==> config.mk <==
export PLATFORM = sky130hd
export DESIGN_NAME = map_table_flat
export DESIGN_NICKNAME = d
export VERILOG_FILES = /design/src/rtl/map_table_pkg.sv /design/src/rtl/map_table_if.sv /design/src/rtl/map_table_rename_group_fwd.sv /design/src/rtl/map_table.sv /design/src/flat_wrapper.sv
export SDC_FILE = /design/constraint.sdc
export NUM_CORES = 2
export LEC_CHECK = 0
export BUFFER_PORTS_ARGS = -buffer_cell sky130_fd_sc_hd__buf_2
export CAP_MARGIN = 15
export CORE_UTILIZATION = 34
export CTS_BUF_LIST = sky130_fd_sc_hd__clkbuf_4
export DETAILED_ROUTE_END_ITERATION = 10
export PLACE_DENSITY = 0.48
export SYNTH_ARGS = -nofsm -noshare
export SYNTH_HDL_FRONTEND = slang
export SYNTH_SLANG_ARGS = --single-unit
==> constraint.sdc <==
create_clock -name clock -period 3.2 [get_ports clock]
set_input_delay 0.16 -clock clock [delete_from_list [all_inputs] [get_ports clock]]
set_output_delay 0.16 -clock clock [all_outputs]
set_load 0.05 [all_outputs]
==> src/rtl/map_table_pkg.sv <==
// Shared rename types: tag widths, map entries
// and the CDB tag-match helper.
package rename_pkg;

  localparam int PR       = 6;
  localparam int AR       = 5;
  localparam int NUM_ARCH = 32;
  localparam int WAYS     = 3;

  typedef logic [PR-1:0] phys_tag_t;
  typedef logic [AR-1:0] arch_idx_t;

  typedef struct packed {
    phys_tag_t tag;
    logic      ready;
  } map_entry_t;

  function automatic logic cdb_hit(
    input phys_tag_t                  t,
    input logic      [WAYS-1:0]       v,
    input phys_tag_t [WAYS-1:0]       tags
  );
    logic hit;
    hit = 1'b0;
    for (int k = 0; k < WAYS; k++) begin
      if (v[k] && tags[k] == t) hit = 1'b1;
    end
    return hit;
  endfunction

endpackage

==> src/rtl/map_table_if.sv <==
// Rename-stage bundle between dispatch, the free
// list, the CDB and the map table.
interface map_table_if
  import rename_pkg::*;
();

  logic      [WAYS-1:0]     dispatch_en;
  arch_idx_t [WAYS-1:0]     dest_arch;
  arch_idx_t [WAYS-1:0]     src1_arch;
  arch_idx_t [WAYS-1:0]     src2_arch;
  phys_tag_t [WAYS-1:0]     free_reg;
  logic      [WAYS-1:0]     free_valid;
  logic      [WAYS-1:0]     cdb_valid;
  phys_tag_t [WAYS-1:0]     cdb_tag;
  logic                     recover_en;
  phys_tag_t [NUM_ARCH-1:0] arch_map;

  logic      [WAYS-1:0]     rename_valid;
  logic                     rename_stall;
  phys_tag_t [WAYS-1:0]     src1_tag;
  phys_tag_t [WAYS-1:0]     src2_tag;
  logic      [WAYS-1:0]     src1_ready;
  logic      [WAYS-1:0]     src2_ready;
  phys_tag_t [WAYS-1:0]     dest_tag;
  phys_tag_t [WAYS-1:0]     old_tag;

  modport master (
    output dispatch_en, dest_arch,
    output src1_arch, src2_arch,
    output free_reg, free_valid,
    output cdb_valid, cdb_tag,
    output recover_en, arch_map,
    input  rename_valid, rename_stall,
    input  src1_tag, src2_tag,
    input  src1_ready, src2_ready,
    input  dest_tag, old_tag
  );

  modport slave (
    input  dispatch_en, dest_arch,
    input  src1_arch, src2_arch,
    input  free_reg, free_valid,
    input  cdb_valid, cdb_tag,
    input  recover_en, arch_map,
    output rename_valid, rename_stall,
    output src1_tag, src2_tag,
    output src1_ready, src2_ready,
    output dest_tag, old_tag
  );

endinterface

==> src/rtl/map_table_rename_group_fwd.sv <==
// Intra-group RAW/WAW forwarding; slot 2 is oldest,
// so the nearest higher-numbered writer wins.
module rename_group_fwd
  import rename_pkg::*;
(
  input  arch_idx_t  [WAYS-1:0] dest_arch_i,
  input  arch_idx_t  [WAYS-1:0] src1_arch_i,
  input  arch_idx_t  [WAYS-1:0] src2_arch_i,
  input  logic       [WAYS-1:0] rename_valid_i,
  input  phys_tag_t  [WAYS-1:0] free_reg_i,
  input  map_entry_t [WAYS-1:0] src1_raw_i,
  input  map_entry_t [WAYS-1:0] src2_raw_i,
  input  phys_tag_t  [WAYS-1:0] old_raw_i,
  output map_entry_t [WAYS-1:0] src1_o,
  output map_entry_t [WAYS-1:0] src2_o,
  output phys_tag_t  [WAYS-1:0] old_tag_o
);

  always_comb begin
    src1_o    = src1_raw_i;
    src2_o    = src2_raw_i;
    old_tag_o = old_raw_i;
    for (int w = 0; w < WAYS; w++) begin
      // Scan oldest to youngest; last hit is the nearest.
      for (int j = WAYS-1; j > w; j--) begin
        if (rename_valid_i[j] &&
            dest_arch_i[j] != '0) begin
          if (dest_arch_i[j] == src1_arch_i[w])
            src1_o[w] = '{free_reg_i[j], 1'b0};
          if (dest_arch_i[j] == src2_arch_i[w])
            src2_o[w] = '{free_reg_i[j], 1'b0};
          if (dest_arch_i[j] == dest_arch_i[w])
            old_tag_o[w] = free_reg_i[j];
        end
      end
    end
  end

endmodule

==> src/rtl/map_table.sv <==
// Three-wide speculative register map table with
// CDB wakeup and architectural-map recovery.
module map_table
  import rename_pkg::*;
(
  input logic        clock,
  input logic        reset,
  map_table_if.slave mt
);

  map_entry_t [NUM_ARCH-1:0] tbl_q, tbl_d;

  logic       [WAYS-1:0] rv;
  map_entry_t [WAYS-1:0] s1_raw, s2_raw;
  map_entry_t [WAYS-1:0] s1_fin, s2_fin;
  phys_tag_t  [WAYS-1:0] old_raw, old_fin;

  assign rv = mt.dispatch_en & mt.free_valid &
              {WAYS{~mt.recover_en}};

  assign mt.rename_valid = rv;
  assign mt.rename_stall =
    |(mt.dispatch_en & ~mt.free_valid);

  always_comb begin
    s1_raw  = '0;
    s2_raw  = '0;
    old_raw = '0;
    for (int w = 0; w < WAYS; w++) begin
      s1_raw[w] = tbl_q[mt.src1_arch[w]];
      s2_raw[w] = tbl_q[mt.src2_arch[w]];
      s1_raw[w].ready = s1_raw[w].ready |
        cdb_hit(s1_raw[w].tag, mt.cdb_valid,
                mt.cdb_tag);
      s2_raw[w].ready = s2_raw[w].ready |
        cdb_hit(s2_raw[w].tag, mt.cdb_valid,
                mt.cdb_tag);
      old_raw[w] = tbl_q[mt.dest_arch[w]].tag;
    end
  end

  rename_group_fwd u_fwd (
    .dest_arch_i    (mt.dest_arch),
    .src1_arch_i    (mt.src1_arch),
    .src2_arch_i    (mt.src2_arch),
    .rename_valid_i (rv),
    .free_reg_i     (mt.free_reg),
    .src1_raw_i     (s1_raw),
    .src2_raw_i     (s2_raw),
    .old_raw_i      (old_raw),
    .src1_o         (s1_fin),
    .src2_o         (s2_fin),
    .old_tag_o      (old_fin)
  );

  always_comb begin
    mt.src1_tag   = '0;
    mt.src2_tag   = '0;
    mt.src1_ready = '0;
    mt.src2_ready = '0;
    mt.dest_tag   = '0;
    mt.old_tag    = '0;
    for (int w = 0; w < WAYS; w++) begin
      mt.src1_tag[w]   = s1_fin[w].tag;
      mt.src2_tag[w]   = s2_fin[w].tag;
      mt.src1_ready[w] = s1_fin[w].ready;
      mt.src2_ready[w] = s2_fin[w].ready;
      mt.old_tag[w]    = old_fin[w];
      if (rv[w]) mt.dest_tag[w] = mt.free_reg[w];
    end
  end

  always_comb begin
    tbl_d = tbl_q;
    if (mt.recover_en) begin
      for (int i = 1; i < NUM_ARCH; i++)
        tbl_d[i] = '{mt.arch_map[i], 1'b1};
    end else begin
      for (int i = 1; i < NUM_ARCH; i++) begin
        if (cdb_hit(tbl_q[i].tag, mt.cdb_valid,
                    mt.cdb_tag))
          tbl_d[i].ready = 1'b1;
      end
      // Oldest first so the youngest WAW writer wins.
      for (int w = WAYS-1; w >= 0; w--) begin
        if (rv[w] && mt.dest_arch[w] != '0)
          tbl_d[mt.dest_arch[w]] =
            '{mt.free_reg[w], 1'b0};
      end
    end
    tbl_d[0] = '{'0, 1'b1};
  end

  always_ff @(posedge clock) begin
    if (reset) begin
      for (int i = 0; i < NUM_ARCH; i++)
        tbl_q[i] <= '{PR'(i), 1'b1};
    end else begin
      tbl_q <= tbl_d;
    end
  end

endmodule

==> src/flat_wrapper.sv <==
// flat-port wrapper written by rule: the top's interface ports become plain ports
module map_table_flat import rename_pkg::*;
  (clock, reset, mt_dispatch_en, mt_dest_arch, mt_src1_arch, mt_src2_arch, mt_free_reg, mt_free_valid, mt_cdb_valid, mt_cdb_tag, mt_recover_en, mt_arch_map, mt_rename_valid, mt_rename_stall, mt_src1_tag, mt_src2_tag, mt_src1_ready, mt_src2_ready, mt_dest_tag, mt_old_tag);
  map_table_if mt_i ();
  input logic clock;
  input logic reset;
  input wire logic [$bits(mt_i.dispatch_en)-1:0] mt_dispatch_en;
  input wire logic [$bits(mt_i.dest_arch)-1:0] mt_dest_arch;
  input wire logic [$bits(mt_i.src1_arch)-1:0] mt_src1_arch;
  input wire logic [$bits(mt_i.src2_arch)-1:0] mt_src2_arch;
  input wire logic [$bits(mt_i.free_reg)-1:0] mt_free_reg;
  input wire logic [$bits(mt_i.free_valid)-1:0] mt_free_valid;
  input wire logic [$bits(mt_i.cdb_valid)-1:0] mt_cdb_valid;
  input wire logic [$bits(mt_i.cdb_tag)-1:0] mt_cdb_tag;
  input wire logic [$bits(mt_i.recover_en)-1:0] mt_recover_en;
  input wire logic [$bits(mt_i.arch_map)-1:0] mt_arch_map;
  output wire logic [$bits(mt_i.rename_valid)-1:0] mt_rename_valid;
  output wire logic [$bits(mt_i.rename_stall)-1:0] mt_rename_stall;
  output wire logic [$bits(mt_i.src1_tag)-1:0] mt_src1_tag;
  output wire logic [$bits(mt_i.src2_tag)-1:0] mt_src2_tag;
  output wire logic [$bits(mt_i.src1_ready)-1:0] mt_src1_ready;
  output wire logic [$bits(mt_i.src2_ready)-1:0] mt_src2_ready;
  output wire logic [$bits(mt_i.dest_tag)-1:0] mt_dest_tag;
  output wire logic [$bits(mt_i.old_tag)-1:0] mt_old_tag;
  assign mt_i.dispatch_en = mt_dispatch_en;
  assign mt_i.dest_arch = mt_dest_arch;
  assign mt_i.src1_arch = mt_src1_arch;
  assign mt_i.src2_arch = mt_src2_arch;
  assign mt_i.free_reg = mt_free_reg;
  assign mt_i.free_valid = mt_free_valid;
  assign mt_i.cdb_valid = mt_cdb_valid;
  assign mt_i.cdb_tag = mt_cdb_tag;
  assign mt_i.recover_en = mt_recover_en;
  assign mt_i.arch_map = mt_arch_map;
  assign mt_rename_valid = mt_i.rename_valid;
  assign mt_rename_stall = mt_i.rename_stall;
  assign mt_src1_tag = mt_i.src1_tag;
  assign mt_src2_tag = mt_i.src2_tag;
  assign mt_src1_ready = mt_i.src1_ready;
  assign mt_src2_ready = mt_i.src2_ready;
  assign mt_dest_tag = mt_i.dest_tag;
  assign mt_old_tag = mt_i.old_tag;
  map_table u_core (.clock(clock), .reset(reset), .mt(mt_i));
endmodule
Word level (Yosys, flattened, before mapping)
Index checks and enable logic that the tools add are counted.
{ "totals": {"out_inout_bits": 82, "input_bits": 285, "elab_cells": 586, "register_bits": 218} }
{ "op_classes": {"n_eq_ne": 120, "mux": 258, "n_bitwise": 11, "n_reduce_logical": 122, "magnitude_cmp": 12} }
{ "ops": {"columns": ["cell", "count"], "rows": [
  ["2-to-1 mux 224 bit", 5],
  ["bitwise mux 224 bit", 3],
  ["equality test 6 bit", 111],
  ["binary-select mux 7 bit (select 5 bit)", 9],
  ["2-to-1 mux 217 bit", 1],
  ["2-to-1 mux 1 bit", 204],
  ["2-to-1 mux 7 bit", 24],
  ["logical AND 1 bit", 117],
  ["demux 7 bit (select 5 bit)", 3],
  ["less-than comparator 5 x 6 -> 1 bit, second input constant", 9],
  ["2-to-1 mux 6 bit", 9],
  ["equality test 5 bit", 9],
  [">= comparator 5 x 1 -> 1 bit, second input constant", 3],
  ["nonzero test 5 bit", 3],
  ["bitwise AND 3 bit", 3],
  ["bitwise OR 1 bit", 6],
  ["NOT 3 bit", 1],
  ["OR reduction 3 bit", 1],
  ["OR reduction 2 bit", 1],
  ["NOT 1 bit", 1]
]} }

Depth between registers and ports, before layout
{ "logic_depth": {"word_depth": 17, "mapped_depth": 13, "ltp_nobuf": 9} }

Hierarchy
Synthesis repeated with hierarchy kept, for this count alone.
{ "hier_totals": {"cells_unflattened": 4576, "area_unflattened_um2": 39739.4} }
{ "modules_own_cells": {"columns": ["module", "cells_each", "area_each_um2", "seq_area_each_um2", "n_inst"], "rows": [
  ["map_table", 4343, 37996.4, 4344.2, 1],
  ["rename_group_fwd", 233, 1742.9, 0.0, 1]
]} }

Worst setup path after synthesis
No wires, ideal clock.
{ "synth_timing": {"path_type": "input port to output port", "startpoint": "in mt_src2_arch[11]", "endpoint": "out mt_src2_ready[2]", "cell_stages": 11, "t_arrival_ns": 3.662, "required_ns": 3.040, "path_slack_ns": -0.622, "path_buffers": 3, "path_cell_list": "buf_4 -> buf_12 -> buf_12 -> mux2i_1 -> a21oi_1 -> o221ai_1 -> a221oi_1 -> xnor2_1 -> o211ai_2 -> o41ai_1 -> a211o_1"} }
{ "synth_via": {"elab_chain_len": 8, "word_cells_on_any_way": 12, "classes_between": "eq/ne: 3; mux: 5; bitwise: 1; reduce/logical: 3"} }
{ "synth_lines": {"columns": ["item", "line_no", "text"], "rows": [
  ["from (decl)", "flat_wrapper.sv:10", "input wire logic [$bits(mt_i.src2_arch)-1:0] mt_src2_arch;"],
  ["binary-select mux 7 bit (select 5 bit) (*)", "map_table.sv:31", "s2_raw[w] = tbl_q[mt.src2_arch[w]];"],
  ["2-to-1 mux 7 bit (not written as such) (*)", "map_table.sv:31", null],
  ["named net mt_src2_tag[17]", "flat_wrapper.sv:20", "output wire logic [$bits(mt_i.src2_tag)-1:0] mt_src2_tag;"],
  ["equality test 6 bit", "map_table_pkg.sv:26", "if (v[k] && tags[k] == t) hit = 1'b1;"],
  ["logical AND 1 bit", "map_table_pkg.sv:26", null],
  ["2-to-1 mux 1 bit (2 in a row)", "map_table_pkg.sv:26", null],
  ["2-to-1 mux 1 bit (*)", "map_table_pkg.sv:26", null],
  ["bitwise OR 1 bit (*)", "map_table.sv:35", "s2_raw[w].ready = s2_raw[w].ready |"],
  ["to (decl)", "flat_wrapper.sv:22", "output wire logic [$bits(mt_i.src2_ready)-1:0] mt_src2_ready;"]
]} }
Mark *: on every way through the listed nets, which the timed path passes. The rest lies on a longest branch. The select of a mux whose other input is x is not followed.

Final worst setup path
{ "layout_timing": {"startpoint": "reg u_core.tbl_q[93] (netlist name)", "endpoint": "out mt_src2_ready[2]"} }
{ "layout_via": {"elab_chain_len": 8, "word_cells_on_any_way": 12, "classes_between": "eq/ne: 3; mux: 5; bitwise: 1; reduce/logical: 3"} }
{ "layout_lines": {"columns": ["item", "line_no", "text"], "rows": [
  ["from (decl)", "map_table.sv:11", "map_entry_t [NUM_ARCH-1:0] tbl_q, tbl_d;"],
  ["from (signal, indexed assignment)", "map_table.sv:97", "tbl_q[i] <= '{PR'(i), 1'b1};"],
  ["from (signal assigned)", "map_table.sv:99", "tbl_q <= tbl_d;"],
  ["binary-select mux 7 bit (select 5 bit) (*)", "map_table.sv:31", null],
  ["2-to-1 mux 7 bit (not written as such) (*)", "map_table.sv:31", null],
  ["equality test 6 bit", "map_table_pkg.sv:26", null],
  ["logical AND 1 bit", "map_table_pkg.sv:26", null],
  ["2-to-1 mux 1 bit (2 in a row)", "map_table_pkg.sv:26", null],
  ["2-to-1 mux 1 bit (*)", "map_table_pkg.sv:26", null],
  ["bitwise OR 1 bit (*)", "map_table.sv:35", null]
]} }
Mark *: on every way between the ends. The rest lies on a longest branch, timed or not. The select of a mux whose other input is x is not followed.

==> summary by stage <==
Power
The clock share of power is around a fifth. IR analysis of the VDD net gives a maximum drop of 0.0002817 V. The sequential power share is a little over 20%. The combinational group share of total power is 59.3%. The total power per unit cell area is 288.3 nW/um^2.

The cell-internal power is 8.861 mW. For this design the total switching power over the nets is 7.858 mW. The share of total power consumed by net switching is 47.00%. The static leakage is 22.67 nW.

Timing
The count of endpoints failing hold in the final timing report is 0. Setup violations remaining at the end of the flow were counted as 48. The tightest hold margin is 24.67 ps. Setup repair after global routing could not meet its margin everywhere. For the pin with the worst max-slew slack, the measured transition is 1329 ps.

The smallest clock period supported by the final layout is computed as 3976 ps. The worst path setup slack after routing is -776.3 ps. Static timing analysis puts the maximum clock frequency at 251.5 MHz.

The share of the cycle needed by the critical path after routing is 124.3%. The post-route clock skew is between 100 and 150 ps. The sum of negative setup slack is -12,610 ps. In this run the tightest slew margin relative to its limit is 10.88%. The final max-slew violation count is 0.

Min path
The worst hold path begins at mt_cdb_tag[16]. The worst hold path terminates at u_core.tbl_q[133]. Along the worst hold path, the cell count comes to 5.

In this run the worst hold path is classified as in2reg.

Worst setup path
The data arrival time of the critical path is 3820 ps. The worst setup path is captured at an output pin. The worst register-to-register path ends at u_core.tbl_q[25].

The worst setup path is launched from a register. The highest fanout seen on the critical path is 4. The category of the most critical setup path is reg2out. For the worst setup path, the data required time is 3040 ps. In this run the register-to-register setup slack is 220 ps. The worst register-to-register path has a depth of 9. The worst register-to-register path begins at u_core.tbl_q[25].

Final layout
Counting flops per register, the top entry is u_core.tbl_q. The register with the most flip-flops in the layout has 217 of them. The layout-stage area growth over the synthesis result is 46.24%.

At the end of the flow, the number of nets in the layout was 6,122. The finished cells cover 58,000 um^2. Cells with a size suffix above 1 make up 41.67% of the layout. The largest registers in the layout are u_core.tbl_q: 217 flops.

Floorplanning
The initial core utilization is approximately 34%. The height of the die is 343.5 um. The number of primary I/O pins is 367. The floorplan core area is roughly 110,000 um^2.

The die area is ~120,000 um^2. The total number of placement rows is 124. In this run the horizontal extent of the chip is around 340 um.

Clocking
The clock latency of the later-clocked register in the worst-skew pair is 990 ps. The clock transition at the registers of the reported paths is 70 ps. The CTS sink count is 217.

The tree is rooted in a sky130_fd_sc_hd__clkbuf_4. The clock passes through at most 3 buffers. The H-tree generated during clock tree synthesis spans 3 levels. Buffers inserted during clock tree synthesis total 77.

TritonCTS built the clock tree.

Synthesis
The mapped cell area is 39,660 um^2. For this run, the leading register cell type out of synthesis is sky130_fd_sc_hd__dfxtp_1. The share of async-settable or async-resettable flops after synthesis is 0%.

The cell with the most instances after synthesis is sky130_fd_sc_hd__clkbuf_1. Synthesis produced 4,654 cells. The number of nets in the synthesized netlist is 4,939. The share of the synthesized area in the top cell type is 22.94%.

Summed over all instances, the cell type with the most area after synthesis is sky130_fd_sc_hd__mux4_2. Counting flops and latches in the post-synthesis netlist gives 217. During synthesis, Yosys emitted a total of 0 warnings.

The average cell area after synthesis is 8.521 um^2. The commonest cells after synthesis are sky130_fd_sc_hd__clkbuf_1, sky130_fd_sc_hd__nor2_1, sky130_fd_sc_hd__mux4_2. After synthesis, the netlist uses 84 different library cells. The sequential share of the synthesized area is between 10% and 20%. The number of flops mapped to enable cells by yosys is 0. After synthesis, the cell types taking the most area are sky130_fd_sc_hd__mux4_2, sky130_fd_sc_hd__dfxtp_1, sky130_fd_sc_hd__xnor2_1.

Placement
Once detailed placement completed, the half-perimeter wirelength came to 250,900 um. The worst setup timing slack at the placement stage is -457.1 ps. The congestion estimate from routability-driven global placement came to 1.080. The area after detailed placement is 49,720 um^2. The number of buffers added on ports is 360.

Status
The flow ran to the end, but the final reports show violations. The final reports fail on negative setup slack.

Routing
The per-cell via count in the routed design is a little under 7. The count of nets left with antenna violations after detail routing is 0. The pre-antenna-repair detailed-routing pass consisted of 9 iterations. In the final routed layout, each cell accounts on average for 43.94 um. Wires add up to roughly 330,000 um. The final route contains 50.62k vias. In the routed design, unresolved DRC markers number 0. The number of violations reported at the end of detailed-routing iteration 0 is 7,744.

Global routing
The global router's overall resource usage is 53.60%. The number of antenna violations at the first check in global routing was 35. Entering global routing, the biggest net connects roughly 180 pins. The first-pass GRT wire length is 425,600 um. The overflow left after global routing is 0. The number of global-route vias before repair is 47.13k.

Run
Max-cap violations in this run came to 0.
## what timing repair did
action / 4_1_cts / 5_1_grt
hold buffers: 342 / 0
pin swaps: 121 / 78
endpoints found under the hold margin: 190 / 0
setup endpoints to repair: 60 / 59
buffers inserted: 84 / 57
cloned: 0 / 0
gates resized for setup: 654 / 183
## routing by layer
metal | part of all wire, % | routed length (um) | GRT usage, % | vias to the layer above
met4 | 9.7 | 31710 | 41.88 | 28
li1 | - | - | - | 19720
met3 | 14 | 46920 | 21.75 | 1277
met5 | 0.16 | 512 | 0.04006 | -
met1 | 36 | 117600 | 65.33 | 25010
met2 | 40 | 129600 | 74.43 | 4580
## worst max-delay path, stage by stage, from the launching register on
cell                        delay (ps)
sky130_fd_sc_hd__dfxtp_4           380
sky130_fd_sc_hd__buf_6             130
sky130_fd_sc_hd__mux4_2            460
sky130_fd_sc_hd__mux4_2            600
sky130_fd_sc_hd__mux2_4            340
sky130_fd_sc_hd__or2_1             230
sky130_fd_sc_hd__a2111oi_2         350
sky130_fd_sc_hd__a211o_1           220
sky130_fd_sc_hd__buf_12            150
## layout by cell type, fill, tap and decap left out, types with 24 or more instances in the layout
| cell type | instances |
|---|---|
| sky130_fd_sc_hd__buf_8 | 29 |
| sky130_fd_sc_hd__and2_1 | 25 |
| sky130_fd_sc_hd__mux2_2 | 61 |
| sky130_fd_sc_hd__a21oi_1 | 175 |
| sky130_fd_sc_hd__a211oi_1 | 263 |
| sky130_fd_sc_hd__nand2b_1 | 29 |
| sky130_fd_sc_hd__diode_2 | 31 |
| sky130_fd_sc_hd__xor2_1 | 352 |
| sky130_fd_sc_hd__o21ai_0 | 60 |
| sky130_fd_sc_hd__nor3_1 | 97 |
| sky130_fd_sc_hd__a211o_1 | 43 |
| sky130_fd_sc_hd__o211ai_1 | 24 |
| sky130_fd_sc_hd__buf_12 | 154 |
| sky130_fd_sc_hd__dfxtp_1 | 77 |
| sky130_fd_sc_hd__nor2_1 | 405 |
| sky130_fd_sc_hd__a22oi_1 | 52 |
| sky130_fd_sc_hd__nand2_1 | 198 |
| sky130_fd_sc_hd__xnor2_1 | 359 |
| sky130_fd_sc_hd__dlygate4sd3_1 | 342 |
| sky130_fd_sc_hd__mux4_2 | 407 |
| sky130_fd_sc_hd__o21bai_1 | 66 |
| sky130_fd_sc_hd__buf_2 | 294 |
| sky130_fd_sc_hd__dfxtp_2 | 64 |
| sky130_fd_sc_hd__dfxtp_4 | 76 |
| sky130_fd_sc_hd__nor4_1 | 125 |
| sky130_fd_sc_hd__nand3_1 | 29 |
| sky130_fd_sc_hd__buf_4 | 826 |
| sky130_fd_sc_hd__nor2b_1 | 159 |
| sky130_fd_sc_hd__a22oi_2 | 33 |
| sky130_fd_sc_hd__mux2i_1 | 256 |
| sky130_fd_sc_hd__nand4_1 | 124 |
| sky130_fd_sc_hd__clkbuf_4 | 109 |
| sky130_fd_sc_hd__buf_6 | 132 |
## worst max-delay path by stage
stage / startpoint / end / slack [ps] / cells past startpoint
final: u_core.tbl_q[93] / mt_src2_ready[2] / -780 / 8
after global routing: u_core.tbl_q[32] / mt_src2_ready[0] / -830 / 13
after global placement: mt_src2_arch[1] / mt_src2_ready[0] / -510 / 13
after CTS: u_core.tbl_q[79] / mt_src2_ready[2] / -750 / 8
after floorplan: mt_src2_arch[11] / mt_src2_ready[2] / -20 / 11
after detailed placement: mt_src2_arch[1] / mt_src2_ready[0] / -460 / 13
## layout make-up
class                           instances  area (um^2)
Antenna cell                           31        77.57
Clock buffer                          107        803.3
Clock inverter                         20        151.4
Fill cell                           10970        56970
Inverter                               35        131.4
Multi-Input combinational cell       3719        33920
Sequential cell                       217         4710
Tap cell                             1512         1892
Timing Repair Buffer                 1787        16320
## stage by stage
step / util (%) / power [mW] / cells
after CTS: 49.49 / 16.04 / 7352
after global routing: 50.39 / 16.89 / 7404
after detailed placement: 43.25 / 11.72 / 6825
final: 50.45 / 16.72 / 7428
after global placement: 43.25 / 11.73 / 6825
after floorplan: - / 7.430 / 4654
## power by group through the flow
| stage | clock, mW | combinational, mW | sequential [mW] |
|---|---|---|---|
| after floorplan | 0 | 4.43 | 3.00 |
| final | 3.43 | 9.91 | 3.38 |
| after detailed placement | 0 | 8.37 | 3.35 |
| after global placement | 0 | 8.37 | 3.35 |
| after CTS | 3.42 | 9.31 | 3.30 |
| after global routing | 3.58 | 9.99 | 3.32 |
## logic make-up (layout without fill, tap and decap cells)
kind of cell	count (synthesis)	in the layout	share of synthesized area, %
flops	217	217	10.95
simple gates	1322	1322	16.68
xor+xnor	717	717	15.84
mux	771	771	33.00
compound gates	909	909	15.84
buf+inv	718	1949	7.686
other cells	0	31	0
(Power assumes the default switching activity.)
